===== src/rtl/vc_sram_sched.sv =====
// Read/write scheduler for two single-port SRAM instances (a: addr MSB=1, b: addr MSB=0).
// Optional: define VC_SCHED_RAW_CHK_EN to hold reads that match a buffered write address.
module vc_sram_sched #(
  parameter int ADDR_W     = 10,
  parameter int DATA_W     = 32,
  parameter int TAG_W      = 4,
  parameter int RD_LAT     = 2,
  parameter int WBUF_DEPTH = 4
) (
  input  logic                          clk,
  input  logic                          rst,
  input  logic                          rd_req_vld,
  output logic                          rd_req_rdy,
  input  logic [ADDR_W-1:0]             rd_req_addr,
  input  logic [TAG_W-1:0]              rd_req_tag,
  input  logic                          wr_req_vld,
  output logic                          wr_req_rdy,
  input  logic [ADDR_W-1:0]             wr_req_addr,
  input  logic [DATA_W-1:0]             wr_req_data,
  output logic                          read_vld_a,
  output logic                          read_vld_b,
  output logic                          write_vld_a,
  output logic                          write_vld_b,
  output logic [ADDR_W-1:0]             sram_addr_a,
  output logic [ADDR_W-1:0]             sram_addr_b,
  output logic [DATA_W-1:0]             wr_data_a,
  output logic [DATA_W-1:0]             wr_data_b,
  input  logic [DATA_W-1:0]             rd_data_a,
  input  logic [DATA_W-1:0]             rd_data_b,
  output logic                          rd_rsp_vld,
  output logic [TAG_W-1:0]              rd_rsp_tag,
  output logic [DATA_W-1:0]             rd_rsp_data,
  output logic [$clog2(WBUF_DEPTH):0]   wbuf_cnt
);

  localparam int PTR_W = (WBUF_DEPTH > 1) ? $clog2(WBUF_DEPTH) : 1;
  localparam int CNT_W = $clog2(WBUF_DEPTH) + 1;

  logic [ADDR_W-1:0] wbuf_addr_mem [WBUF_DEPTH];
  logic [DATA_W-1:0] wbuf_data_mem [WBUF_DEPTH];
  logic [PTR_W-1:0]  wr_ptr_reg;
  logic [PTR_W-1:0]  rd_ptr_reg;
  logic [CNT_W-1:0]  cnt_reg;
  logic              last_wr_grant_reg;

  logic              pipe_vld_reg  [RD_LAT];
  logic [TAG_W-1:0]  pipe_tag_reg  [RD_LAT];
  logic              pipe_inst_reg [RD_LAT];

  logic [ADDR_W-1:0] head_addr;
  logic [DATA_W-1:0] head_data;
  logic              wbuf_full;
  logic              wbuf_nonempty;
  logic              rd_inst;
  logic              wr_inst;
  logic              raw_block;
  logic              rd_cand;
  logic              wr_cand;
  logic              conflict;
  logic              rd_grant;
  logic              wr_grant;
  logic              push;
  logic              pop;

  assign head_addr     = wbuf_addr_mem[rd_ptr_reg];
  assign head_data     = wbuf_data_mem[rd_ptr_reg];
  assign wbuf_full     = (cnt_reg == CNT_W'(WBUF_DEPTH));
  assign wbuf_nonempty = (cnt_reg != '0);
  assign rd_inst       = rd_req_addr[ADDR_W-1];
  assign wr_inst       = head_addr[ADDR_W-1];

`ifdef VC_SCHED_RAW_CHK_EN
  logic [WBUF_DEPTH-1:0] ent_vld_reg;
  logic [WBUF_DEPTH-1:0] raw_hit;

  for (genvar gi = 0; gi < WBUF_DEPTH; gi++) begin : g_raw
    assign raw_hit[gi] = ent_vld_reg[gi] && (wbuf_addr_mem[gi] == rd_req_addr);
  end

  always_ff @(posedge clk or posedge rst) begin
    if (rst) begin
      ent_vld_reg <= '0;
    end else begin
      for (int i = 0; i < WBUF_DEPTH; i++) begin
        if (pop && (rd_ptr_reg == PTR_W'(i)))
          ent_vld_reg[i] <= 1'b0;
        if (push && (wr_ptr_reg == PTR_W'(i)))
          ent_vld_reg[i] <= 1'b1;
      end
    end
  end

  assign raw_block = |raw_hit;
`else
  assign raw_block = 1'b0;
`endif

  assign rd_cand  = !rst && rd_req_vld && !raw_block;
  assign wr_cand  = !rst && wbuf_nonempty;
  assign conflict = rd_cand && wr_cand && (rd_inst == wr_inst);

  // Same-instance conflict: a full buffer always wins, otherwise alternate sides.
  always_comb begin
    rd_grant = 1'b0;
    wr_grant = 1'b0;
    if (conflict) begin
      if (wbuf_full || !last_wr_grant_reg)
        wr_grant = 1'b1;
      else
        rd_grant = 1'b1;
    end else begin
      rd_grant = rd_cand;
      wr_grant = wr_cand;
    end
  end

  assign push = wr_req_vld && wr_req_rdy;
  assign pop  = wr_grant;

  assign rd_req_rdy  = rd_grant;
  assign wr_req_rdy  = !rst && !wbuf_full;
  assign wbuf_cnt    = cnt_reg;

  assign read_vld_a  = rd_grant && rd_inst;
  assign read_vld_b  = rd_grant && !rd_inst;
  assign write_vld_a = wr_grant && wr_inst;
  assign write_vld_b = wr_grant && !wr_inst;

  assign sram_addr_a = read_vld_a ? rd_req_addr : (write_vld_a ? head_addr : '0);
  assign sram_addr_b = read_vld_b ? rd_req_addr : (write_vld_b ? head_addr : '0);
  assign wr_data_a   = write_vld_a ? head_data : '0;
  assign wr_data_b   = write_vld_b ? head_data : '0;

  always_ff @(posedge clk) begin
    if (push) begin
      wbuf_addr_mem[wr_ptr_reg] <= wr_req_addr;
      wbuf_data_mem[wr_ptr_reg] <= wr_req_data;
    end
  end

  always_ff @(posedge clk or posedge rst) begin
    if (rst) begin
      wr_ptr_reg        <= '0;
      rd_ptr_reg        <= '0;
      cnt_reg           <= '0;
      last_wr_grant_reg <= 1'b1;
    end else begin
      if (push)
        wr_ptr_reg <= (wr_ptr_reg == PTR_W'(WBUF_DEPTH - 1)) ? '0 : wr_ptr_reg + PTR_W'(1);
      if (pop)
        rd_ptr_reg <= (rd_ptr_reg == PTR_W'(WBUF_DEPTH - 1)) ? '0 : rd_ptr_reg + PTR_W'(1);
      if (push && !pop)
        cnt_reg <= cnt_reg + CNT_W'(1);
      else if (pop && !push)
        cnt_reg <= cnt_reg - CNT_W'(1);
      if (conflict)
        last_wr_grant_reg <= wr_grant;
    end
  end

  // Response pipe: stage RD_LAT-1 lines up with the SRAM data of the issued read.
  always_ff @(posedge clk or posedge rst) begin
    if (rst) begin
      for (int i = 0; i < RD_LAT; i++) begin
        pipe_vld_reg[i]  <= 1'b0;
        pipe_tag_reg[i]  <= '0;
        pipe_inst_reg[i] <= 1'b0;
      end
    end else begin
      pipe_vld_reg[0]  <= rd_grant;
      pipe_tag_reg[0]  <= rd_req_tag;
      pipe_inst_reg[0] <= rd_inst;
      for (int i = 1; i < RD_LAT; i++) begin
        pipe_vld_reg[i]  <= pipe_vld_reg[i-1];
        pipe_tag_reg[i]  <= pipe_tag_reg[i-1];
        pipe_inst_reg[i] <= pipe_inst_reg[i-1];
      end
    end
  end

  assign rd_rsp_vld  = pipe_vld_reg[RD_LAT-1];
  assign rd_rsp_tag  = pipe_vld_reg[RD_LAT-1] ? pipe_tag_reg[RD_LAT-1] : '0;
  assign rd_rsp_data = !pipe_vld_reg[RD_LAT-1] ? '0 :
                       (pipe_inst_reg[RD_LAT-1] ? rd_data_a : rd_data_b);

endmodule


===== config.mk =====
export PLATFORM = sky130hd
export DESIGN_NAME = vc_sram_sched
export DESIGN_NICKNAME = d
export VERILOG_FILES = /design/src/rtl/vc_sram_sched.sv
export SDC_FILE = /design/constraint.sdc
export NUM_CORES = 1
export LEC_CHECK = 0
export ABC_AREA = 1
export ABC_CLOCK_PERIOD_IN_PS = 3400
export CAP_MARGIN = 20
export CORE_AREA = 2 2 174 108
export CTS_CLUSTER_DIAMETER = 150
export DETAILED_ROUTE_END_ITERATION = 10
export DIE_AREA = 0 0 176 110
export GPL_TIMING_DRIVEN = 0
export PLACE_DENSITY = 0.8
export SETUP_SLACK_MARGIN = 0.15
export SKIP_LAST_GASP = 1
export SYNTH_ARGS = -nofsm -noshare
export SYNTH_HDL_FRONTEND = slang
export SYNTH_SLANG_ARGS = --single-unit

===== constraint.sdc =====
create_clock -name clk -period 3.4 [get_ports clk]
set_clock_uncertainty 0.05 [all_clocks]
set_input_delay 0.68 -clock clk [delete_from_list [all_inputs] [get_ports clk]]
set_output_delay 0.68 -clock clk [all_outputs]
set_load 0.05 [all_outputs]

==> qor.yml, run 1 <==
status:
  status: "completed"
layout:
  fin_area_mm2: 0.0115
  multiInputGateArea_mm2: 0.00241
  fillers: 1377
  final_cells: 1279
  largest_reg_flops: 128
  area_delta_synth_final_pct: 40.1
  antenna_cells: 0
  drive_above_1_share_pct: 16.7
  final_nets: 1157
  seq_area_mm2: 0.00555
global_routing:
  grt_max_degree: 31
  grt_pass1_vias: 6539
  antenna_found_initial: 0
  gr-total-overflow: 0
  grt_pass1_wl_um: 36300
  track_usage_pct: 25.0
clock_network:
  cts_buffers: 17
  path_clk_slew_ps: 80
  clock_latency_ps: 430
  cts_tree: "built"
  cts_sinks: 188
  h-tree-depth: 4
  clock_path_buffers: 2
  cts-root-buf: "clkbuf_16"
floorplanning:
  core_mm2: 0.0177
  dieArea_mm2: 0.0194
  die_y_um: 110
  io_pins: 254
  rows: 38
  die-width_um: 176
  start_util_pct: 46.4
setup_path:
  endpoint_kind: "output pin"
  rrSetupSlack_ps: 780
  start_kind: "input port"
  cp-startpoint: "rd_req_addr[9]"
  crit_required_ps: 2670
  r2r-end: "wbuf_cnt[2]"
  r2r_cells: 13
  cp_max_fo: 10
  setup.worst_path.class: "in2out"
  worstPathArrival_ps: 2480
  r2r_start: "rd_ptr_reg[0]"
timing:
  final.setup.tns_ps: 0
  rsz0062_at_grt: "true"
  tightest_slew_ps: 813
  setup_violations: 0
  max_freq_ghz: 0.312
  whs_ps: 307
  hold_viol: 0
  slew_violations: 0
  post-route-period-util_pct: 94.4
  period_needed_ps: 3210
  relSlewSlack_pct: 45.6
yosys:
  ys_seq_elements: 188
  syn_area_mm2: 0.00824
  synth.distinct_cells: 27
  avgSynthCellArea_um2: 11.0
  syn_nets: 879
  netlist_instances: 748
  ys_seq_area_share_pct: 67.4
  ys_warn_count: 0
placed_design:
  dp.cells: 1244
  port-buffer-count: 252
  place_congestion: 0.874
  postPlaceCellArea_mm2: 0.0112
  dpl.hpwl_um: 16900
worst_hold_path:
  worstHoldStart: "pipe_tag_reg[7]"
  hold_depth: 0
  hold_class: "reg2reg"
  holdPathEnd: "pipe_tag_reg[3]"
detailed_routing:
  vias_per_cell: 5.49
  wl_per_cell_um: 19.0
  route.detailed.drc: 0
  firstDrtPassIters: 5
  ant_nets: 0
  wl_um: 24300
  drtIter0Drc: 607
  vias: 7026
pwr:
  leakagePower_nw: 4.81
  vdd_ir_drop_max_v: 0.000442
  p_per_area_mw_per_mm2: 846
job:
  cap_violations: 0
-- area by class of cell --
| class | instances | share of cell area (%) |
|---|---|---|
| sequential | 188 | 48.1 |
| multi-input combinational | 482 | 20.9 |
| timing repair buffer | 259 | 20.3 |
| clock buffer | 17 | 3.69 |
| tap | 240 | 2.60 |
| buffer | 53 | 2.30 |
| clock inverter | 15 | 1.31 |
| inverter | 25 | 0.814 |
-- routing by layer --
| metal | vias up | global-route usage (%) | part of all wire (%) |
|---|---|---|---|
| li1 | 3216 | - | - |
| met1 | 3385 | 36.4 | 45 |
| met2 | 393 | 38.8 | 45 |
| met3 | 32 | 6.21 | 8.9 |
| met4 | 0 | 4.49 | 0.99 |
| met5 | - | 0 | 0 |
-- metrics by stage --
stage	power, mW	setup WS [ps]	utilization (%)
after floorplan	6.23	-253	-
final	9.75	191	65.0
after CTS	9.68	152	64.7
after global placement	7.91	-650	62.4
after detailed placement	8.02	-639	63.0
after global routing	10.2	151	65.0
-- how the worst max path moves through the flow --
stage                                 to  slack, ps  cells past startpoint
finish                     wr_data_b[13]        190                      9
global route               wr_data_b[24]        150                     11
CTS                         wr_data_b[1]        150                      8
detailed placement        sram_addr_b[0]       -640                      6
global placement    wbuf_data_mem[1][17]       -650                      4
floorplan            wbuf_addr_mem[3][0]       -250                      4
-- worst max-delay path, stage by stage --
cell	delay, ps
clkdlybuf4s50_1	550
inv_1	100
nand2_1	90
nand2_1	100
nand3_2	160
nand3_4	200
buf_4	240
nor2_1	90
buf_2	260
-- synth_stat cells --
master    count  area [um^2]
nand3_1       7         35.0
a21oi_1      35          175
o21ai_1       1         5.00
inv_2         4         15.0
conb_1        1         3.75
buf_4         7         52.6
nand2_1     138          518
o21ai_0      53          265
dfstp_2       1         26.3
xor2_1        1         8.76
o22ai_1       9         56.3
ha_1          6         75.1
and2_1        1         6.26
a21oi_4       1         16.3
xnor2_1       1         8.76
buf_1         4         15.0
clkbuf_1     32          120
fa_1          1         20.0
dfrtp_1      19          475
nand3_2       3         30.0
nor2_2        1         6.26
nor2_1      155          582
buf_2        10         50.1
inv_1        21         78.8
nand4_1      36          225
edfxtp_1    168         5040
a32o_1       32          320
-- kinds of logic (layout without fill, tap and decap cells) --
kind of cell             after synthesis  count (layout)  share of synthesized area (%)
other                                  1               1                         0.0455
buffers and inverters                 78             369                           4.03
AO/OA/AOI/OAI                        131             131                           10.2
AND/OR/NAND/NOR                      341             341                           17.0
adder cells (fa/ha/maj)                7               7                           1.15
XOR/XNOR                               2               2                          0.213
flip-flops                           188             188                           67.4
-- what timing repair did --
action                                  CTS  global route
pin swaps                                 1             2
endpoints found under the setup margin   89           113
gates resized for setup                 410           109
hold buffers                              0             0
buffers inserted                          1             2
-- placed cells by master, fill, tap and decap left out, types with 6 or more instances in the layout --
cell / synthesis / routed
inv_1: 21 / 21
dfrtp_1: 19 / 18
clkbuf_16: 0 / 17
a32o_1: 32 / 32
clkbuf_4: 0 / 28
buf_4: 7 / 17
clkdlybuf4s50_1: 0 / 143
nand4_1: 36 / 36
dlymetal6s2s_1: 0 / 19
buf_2: 10 / 57
edfxtp_1: 168 / 168
nor2_1: 155 / 150
a21oi_1: 35 / 35
o22ai_1: 9 / 9
nand2_1: 138 / 138
clkbuf_1: 32 / 20
clkbuf_2: 0 / 17
nand3_1: 7 / 7
o21ai_0: 53 / 53
ha_1: 6 / 6
-- power by group --
| group | switching, mW | internal (mW) |
|---|---|---|
| sequential | 0.104 | 2.80 |
| combinational | 3.55 | 1.35 |
| clock | 0.919 | 1.04 |
No activity file was read; power rests on OpenSTA's default activity.
==> run 2, diff against run 1 <==
--- a/config.mk
+++ b/config.mk
@@ -14,6 +14,7 @@
 export DIE_AREA = 0 0 176 110
 export GPL_TIMING_DRIVEN = 0
 export PLACE_DENSITY = 0.8
+export REMOVE_ABC_BUFFERS = 1
 export SETUP_SLACK_MARGIN = 0.15
 export SKIP_LAST_GASP = 1
 export SYNTH_ARGS = -nofsm -noshare
==> qor.yml, run 2 (synthesis results as in run 1) <==
layout:
  mostFrequentLayoutCells: "168 x edfxtp_1, 154 x clkdlybuf4s50_1, 133 x nand2_1"  # was 168 x edfxtp_1, 150 x nor2_1, 143 x clkdlybuf4s50_1
  final_util_pct: 70.8  # was 65.0%
  final_nets: 1152  # was 1157
  fin_area_mm2: 0.0126  # was 0.0115 mm^2
  drive_above_1_share_pct: 23.9  # was 16.7%
  area_delta_synth_final_pct: 52.5  # was 40.1%
  largest_reg_flops: 128  # unchanged
  layout_commonest_cell: "edfxtp_1"  # unchanged
global_routing:
  busiest_layer: "met2"  # unchanged
  track_usage_pct: 26.2  # was 25.0%
  grt_pass1_wl_um: 37700  # was 36300 um
  grtUsageMet2_pct: 41.5  # was 38.8%
  gr-total-overflow: 0  # unchanged
  grt_pass1_vias: 6583  # was 6539
  gr-usage-met3_pct: 7.06  # was 6.21%
  antenna_found_initial: 2  # was 0
  use_met1_pct: 36.6  # was 36.4%
  grt_max_degree: 51  # was 31
setup_path:
  max_stage_delay_ps: 540  # was 550 ps
  crit_top_cell: "nand3_4"  # was nand2_1
  cp_num_buf_inv: 4  # unchanged
  endpoint_kind: "output pin"  # unchanged
  setup.worst_path.class: "reg2out"  # was in2out
  crit_chain: "buf_12 -> nand2_1 -> nand3_4 -> nand3_4 -> nand2_8 -> nand3_4 -> buf_6 -> nand3_4 -> clkbuf_16 -> nor2_4 -> buf_8"  # was clkdlybuf4s50_1 -> inv_1 -> nand2_1 -> nand2_1 -> nand3_2 -> nand3_4 -> buf_4 -> nor2_1 -> buf_2
  cp_max_fo: 8  # was 10
  start_kind: "flop"  # was input port
  cp_slowest_cell: "dfrtp_4"  # was clkdlybuf4s50_1
  worstPathArrival_ps: 2520  # was 2480 ps
  crit_required_ps: 2670  # about the same
  path_delay_family: "simple AND/OR/NAND/NOR gates"  # was buffers and inverters
timing:
  whs_ps: 304  # was 307 ps
  max_freq_ghz: 0.308  # was 0.312 GHz
  fin_ws_ps: 154  # was 191 ps
  slew_violations: 0  # unchanged
  hold_viol: 0  # unchanged
  period_needed_ps: 3250  # was 3210 ps
  rsz0062_at_grt: "true"  # unchanged
  post-route-period-util_pct: 95.5  # was 94.4%
  final.setup.tns_ps: 0  # unchanged
  setup_violations: 0  # unchanged
  relSlewSlack_pct: 38.8  # was 45.6%
  tightest_slew_ps: 915  # was 813 ps
placed_design:
  postPlaceCellArea_mm2: 0.0110  # was 0.0112 mm^2
  dpl.hpwl_um: 14400  # was 16900 um
  place_congestion: 0.834  # was 0.874
  port-buffer-count: 252  # unchanged
  dp_worst_setup_slack_ps: -2130  # was -639 ps
job:
  cap_violations: 0  # unchanged
detailed_routing:
  vias: 7026  # unchanged
  drtIter0Drc: 855  # was 607
  wl_per_cell_um: 20.6  # was 19.0 um
  ant_nets: 0  # unchanged
  firstDrtPassIters: 6  # was 5
  wl_um: 26300  # was 24300 um
  route.detailed.drc: 0  # unchanged
  vias_per_cell: 5.51  # was 5.49
clock_network:
  cts_sinks: 188  # unchanged
  path_clk_slew_ps: 70  # was 80 ps
  cts-root-buf: "clkbuf_16"  # unchanged
  clock_latency_ps: 430  # about the same
  cts_tree: "built"  # unchanged
  h-tree-depth: 4  # unchanged
  hold_buffers: 0  # unchanged
  clock_path_buffers: 2  # unchanged
  cts_buffers: 17  # unchanged
floorplanning:
  die_y_um: 110  # unchanged
  io_pins: 254  # unchanged
  die-width_um: 176  # unchanged
  core_mm2: 0.0177  # unchanged
  dieArea_mm2: 0.0194  # unchanged
  rows: 38  # unchanged
  start_util_pct: 46.4  # unchanged
worst_hold_path:
  hold_class: "reg2reg"  # unchanged
pwr:
  vdd_ir_drop_max_v: 0.000630  # was 0.000442 V
  p_per_area_mw_per_mm2: 884  # was 846 mW/mm^2
  leakagePower_nw: 4.88  # was 4.81 nW
status:
  status: "completed"  # unchanged
[run 2: report_power, final]
group | switching, mW | total, mW | internal, mW
logic | 4.00 | 6.08 | 2.08
clock network | 0.947 | 2.08 | 1.13
registers | 0.145 | 2.95 | 2.80
total | 5.09 | 11.1 | 6.02
[run 2: cell type report]
cell class | instances | area [um^2]
well taps | 240 | 300
repair buffers | 298 | 3160
clock inverters | 15 | 204
repair inverters | 3 | 20.0
clock buffers | 17 | 425
flip-flops and latches | 188 | 5560
multi-input cells | 488 | 2770
inverters | 25 | 121
diodes | 1 | 2.50
fillers | 1195 | 5170
[run 2: path summary, 6_finish.rpt]
check                      cells past startpoint  slack, ps       startpoint                to
max                                           11        150    rd_ptr_reg[0]     wr_data_b[31]
min                                            0        300  pipe_tag_reg[7]   pipe_tag_reg[3]
max reg2reg                                   15        560    rd_ptr_reg[0]       wbuf_cnt[2]
min reg2reg                                    0        300  pipe_tag_reg[7]   pipe_tag_reg[3]
max in group asynchronous                      2       2010              rst  pipe_inst_reg[0]
min in group asynchronous                      2        670              rst       wbuf_cnt[2]
[run 2: metal layers]
layer / vias to the layer above / share of wire (%)
met1: 3410 / 43
li1: 3231 / -
met2: 361 / 47
met5: - / 0
met4: 0 / 0.80
met3: 24 / 9.5
[run 2: metrics by stage]
step | cells | total power, mW
after floorplan | 695 | 6.10
after global placement | 1187 | 7.69
after detailed placement | 1193 | 7.80
after CTS | 1256 | 10.3
after global routing | 1274 | 11.6
final | 1275 | 11.1
[run 2: worst reg2reg max path: stages, from the launching register on]
cell	delay, ps
dfrtp_4	540
buf_12	170
nand2_1	110
nand3_4	110
nand2_4	100
nand2_4	70
nand2_8	100
buf_12	110
nand3_4	160
nand2_1	190
ha_1	180
inv_1	70
fa_1	380
a21oi_1	140
o21ai_0	120
xor2_1	150
[run 2: timing repair]
action,4_1_cts,5_1_grt
pin swaps,7,6
resized for setup,492,153
endpoints found under the setup margin,127,119
setup buffers,20,15
cloned,11,3
